`src/rtl/rbm_gibbs_sequencer.sv`:
```
// Runs K Gibbs steps over a hidden (V->H) and visible (H->V) RBM layer pair.
// Start is accepted only in IDLE. A watchdog ends the chain early if a layer hangs.
module rbm_gibbs_sequencer #(
  parameter int VIS_DIM = 15,
  parameter int HID_DIM = 5,
  parameter int GIBBS_K = 1,
  parameter int STEP_W  = 8,
  parameter int TMO_CYC = 1023
) (
  input  logic               clock,
  input  logic               reset,
  input  logic               start,
  input  logic [VIS_DIM-1:0] v_in,
  output logic               busy,
  output logic               done,
  output logic               timeout,
  output logic [VIS_DIM-1:0] v_out,
  output logic [HID_DIM-1:0] h_out,
  output logic [STEP_W-1:0]  step_cnt,
  output logic               h_rst,
  output logic               h_valid,
  output logic [VIS_DIM-1:0] h_layer_in,
  input  logic [HID_DIM-1:0] h_sample,
  input  logic               h_finish,
  output logic               v_rst,
  output logic               v_valid,
  output logic [HID_DIM-1:0] v_layer_in,
  input  logic [VIS_DIM-1:0] v_sample,
  input  logic               v_finish
);

  typedef enum logic [2:0] {
    IDLE  = 3'd0,
    CLR_H = 3'd1,
    RUN_H = 3'd2,
    CLR_V = 3'd3,
    RUN_V = 3'd4,
    DONE  = 3'd5
  } state_t;

  localparam logic [15:0]       TMO_LIM   = 16'(TMO_CYC);
  localparam logic [STEP_W-1:0] LAST_STEP = STEP_W'(GIBBS_K - 1);

  state_t             state;
  logic [VIS_DIM-1:0] v_reg;
  logic [HID_DIM-1:0] h_reg;
  logic [15:0]        watchdog;

  // The V and H registers double as the sample outputs and the feed into the opposite layer.
  assign v_out      = v_reg;
  assign h_out      = h_reg;
  assign h_layer_in = v_reg;
  assign v_layer_in = h_reg;

  always_ff @(posedge clock or posedge reset) begin
    if (reset) begin
      state    <= IDLE;
      busy     <= 1'b0;
      done     <= 1'b0;
      timeout  <= 1'b0;
      h_rst    <= 1'b1;
      v_rst    <= 1'b1;
      h_valid  <= 1'b0;
      v_valid  <= 1'b0;
      v_reg    <= '0;
      h_reg    <= '0;
      step_cnt <= '0;
      watchdog <= '0;
    end else begin
      done <= 1'b0;
      case (state)
        IDLE: begin
          h_rst <= 1'b1;
          v_rst <= 1'b1;
          if (start) begin
            v_reg    <= v_in;
            step_cnt <= '0;
            timeout  <= 1'b0;
            busy     <= 1'b1;
            state    <= CLR_H;
          end
        end
        CLR_H: begin
          watchdog <= '0;
          h_rst    <= 1'b0;
          h_valid  <= 1'b1;
          state    <= RUN_H;
        end
        RUN_H: begin
          // A finish arriving on the watchdog limit cycle still counts as a capture.
          if (h_finish) begin
            h_reg   <= h_sample;
            h_valid <= 1'b0;
            h_rst   <= 1'b1;
            state   <= CLR_V;
          end else if (watchdog == TMO_LIM) begin
            timeout <= 1'b1;
            h_valid <= 1'b0;
            h_rst   <= 1'b1;
            state   <= DONE;
          end else begin
            watchdog <= watchdog + 16'd1;
          end
        end
        CLR_V: begin
          watchdog <= '0;
          v_rst    <= 1'b0;
          v_valid  <= 1'b1;
          state    <= RUN_V;
        end
        RUN_V: begin
          if (v_finish) begin
            v_reg    <= v_sample;
            step_cnt <= step_cnt + 1'b1;
            v_valid  <= 1'b0;
            v_rst    <= 1'b1;
            state    <= (step_cnt == LAST_STEP) ? DONE : CLR_H;
          end else if (watchdog == TMO_LIM) begin
            timeout <= 1'b1;
            v_valid <= 1'b0;
            v_rst   <= 1'b1;
            state   <= DONE;
          end else begin
            watchdog <= watchdog + 16'd1;
          end
        end
        DONE: begin
          done  <= 1'b1;
          busy  <= 1'b0;
          h_rst <= 1'b1;
          v_rst <= 1'b1;
          state <= IDLE;
        end
        default: state <= IDLE;
      endcase
    end
  end

endmodule

```
`config.mk`:
```
export PLATFORM = sky130hd
export DESIGN_NAME = rbm_gibbs_sequencer
export DESIGN_NICKNAME = d
export VERILOG_FILES = /design/src/rtl/rbm_gibbs_sequencer.sv
export SDC_FILE = /design/constraint.sdc
export NUM_CORES = 1
export LEC_CHECK = 0
export CAP_MARGIN = 20
export CORE_UTILIZATION = 28
export DETAILED_ROUTE_END_ITERATION = 8
export SYNTH_ARGS = -nofsm -noshare
export SYNTH_HDL_FRONTEND = slang
export SYNTH_SLANG_ARGS = --single-unit
```
`constraint.sdc`:
```
create_clock -name clock -period 3.44 [get_ports clock]
set_input_delay 1.032 -clock clock [delete_from_list [all_inputs] [get_ports clock]]
set_output_delay 1.032 -clock clock [all_outputs]
set_load 0.1 [all_outputs]
```
==> impl_metrics.json <==
{
  "syn-num-nets": 337,
  "antenna_found_initial": 0,
  "max_slew.worst_pin.slew_ns": 0.4800,
  "synth_flop_cell": "dfrtp_1",
  "synth_seq_cells": 54,
  "clockBufferDepth": 2,
  "max_freq_mhz": 364.9,
  "h-tree-depth": 2,
  "status": "finished clean",
  "critPathTopFamily": "compound AO/OA/AOI/OAI gates",
  "max_slew_margin_pct": 68.00,
  "insertedDiodeCount": 0,
  "syn_avg_cell_area_um2": 9.724,
  "hold_viol": 0,
  "tritoncts": "built",
  "clock-sinks": 54,
  "grt_util_all_layers_pct": 12.24,
  "cp_common_cell": "a21oi_1",
  "path_clk_slew_ns": 0.10,
  "drtIter0Drc": 51,
  "maxCapViolations": 0,
  "drive_above_1_share_pct": 23.45,
  "ios": 95,
  "worstPathArrival_ns": 2.97,
  "grt_max_degree": 40,
  "wl_mm": 6.365,
  "fin_crit_sh_pct": 79.67,
  "fin_crit_ns": 2.741,
  "hold_class": "flip-flop to flip-flop",
  "yosysWarnings": 0,
  "numCtsBuffers": 5,
  "cts_hold_buffers": 0,
  "grt_pass1_vias": 2095,
  "fin_skew_ns": 0.008303,
  "path_max_fanout": 19,
  "clock_latency_ns": 0.31,
  "ys_seq_area_share_pct": 47.35,
  "rsz0062_at_grt": "false",
  "syn_inst": 294,
  "cts_resized": 0,
  "ant_nets": 0,
  "io_buffers": 94,
  "place.gp.congestion": 0.7424,
  "firstDrtPassIters": 4,
  "post_cts_buffers": 0,
  "die_h_um": 103.0,
  "wl_per_cell_um": 12.63,
  "fp.coreArea_mm2": 0.009819,
  "drc": 0,
  "fin_nets": 413,
  "grt_pass1_wl_mm": 10.18,
  "critPathMaxStageDelay_ns": 0.49,
  "start_kind": "primary input",
  "gr-total-overflow": 0,
  "synth-edff-count": 0,
  "finalSetupViolations": 0,
  "finalMaxSlewViolations": 0,
  "crit_required_ns": 3.67,
  "start_util_pct": 29.12,
  "setup_tns_ns": 0,
  "crit_type": "primary input to flip-flop",
  "clock-root-buffer": "clkbuf_8",
  "die_w_um": 103.0,
  "yosys.cell_types.count": 50,
  "cpMaxStageDelayCell": "clkdlybuf4s50_1",
  "rows": 36,
  "layout_commonest_cell": "buf_4",
  "final_cell_mix": "buf_4 (62), dfrtp_1 (52), clkdlybuf4s50_1 (39)",
  "via_count": 2363,
  "areaGrowthSynthToFinish_pct": 31.73,
  "cp_cell_sequence": "clkdlybuf4s50_1 > nand2b_1 > a21oi_1 > o21bai_4 > or4_1 > a21oi_1",
  "cp.buffers_inverters": 1,
  "async_reset_ff_share_pct": 100.0,
  "syn-cell-area_mm2": 0.002859,
  "endpoint_kind": "flip-flop",
  "dieArea_mm2": 0.01062,
  "viasPerCell": 4.688,
  "dp_hpwl_mm": 4.740
}
## registers in the layout, summed over array words and instances (netlist names)
signal      cells
busy            1
timeout         1
h_out           5
h_layer_in     15
v_valid         1
h_valid         1
done            1
watchdog       16
h_rst           1
v_rst           1
state           3
step_cnt        8
## worst min-delay path: stages, from the launching register on
cell,delay [ns]
dfrtp_1,0.38
nand2_1,0.06
nand2_1,0.04
## Yosys cell counts, types with 5 or more instances
master    count  area, µm²
xor2_1        9      78.83
buf_4        20      150.1
nand3_1       6      30.03
or3_1         6      37.54
nand2_1      22      82.58
o21ai_0      14      70.07
inv_1         9      33.78
mux2i_1      16      160.2
nand4_1       7      43.79
a21oi_1      25      125.1
nor2_1       34      127.6
clkbuf_1      7      26.28
dfrtp_1      52       1301
mux2_2        6      67.56
or4_1         5      37.54
## final cells by class
| class | count | area [µm²] |
|---|---|---|
| Clock buffer | 5 | 68.82 |
| Multi-Input combinational cell | 199 | 1266 |
| Inverter | 9 | 33.78 |
| Fill cell | 1016 | 6053 |
| Clock inverter | 3 | 21.27 |
| Tap cell | 133 | 166.4 |
| Sequential cell | 54 | 1354 |
| Timing Repair Buffer | 101 | 855.8 |
## cells by family after synthesis
group	Yosys count	synth area share (%)
AO/OA/AOI/OAI	61	13.39
buffers and inverters	41	8.490
adder cells (fa/ha/maj)	3	1.313
AND/OR/NAND/NOR	104	18.73
multiplexers	22	7.965
flip-flops	54	47.35
XOR/XNOR	9	2.757
## per-layer routing
metal  GRT usage [%]  wire (µm)
met1           16.85       2933
met2           19.28       3075
met3           2.441        280
met4           3.900         76
met5               0          0
## worst paths after layout
path | from | endpoint | slack [ns] | cells after the start
min reg2reg | h_valid | h_valid | 0.51 | 2
max | h_finish | watchdog[9] | 0.70 | 6
min | h_valid | h_valid | 0.51 | 2
max in group asynchronous | reset | v_rst | 1.77 | 3
max reg2reg | watchdog[10] | watchdog[0] | 1.25 | 5
min in group asynchronous | reset | watchdog[5] | 1.03 | 2
## through the flow
stage	instances	hold WS, ns	worst slack [ns]	instance area, µm²	utilization [%]
3_3_place_gp	496	0.4812	0.4951	3676	37.44
4_1_cts	504	0.5143	0.7298	3766	38.35
2_1_floorplan	294	0.5148	1.068	2859	-
3_5_place_dp	496	0.4883	0.4166	3676	37.44
5_1_grt	504	0.5561	0.4971	3766	38.35
6_report	504	0.5088	0.6992	3766	38.35
Power is not shown: default switching activity piles up to over one toggle a cycle in this logic, so the estimate is an artifact.
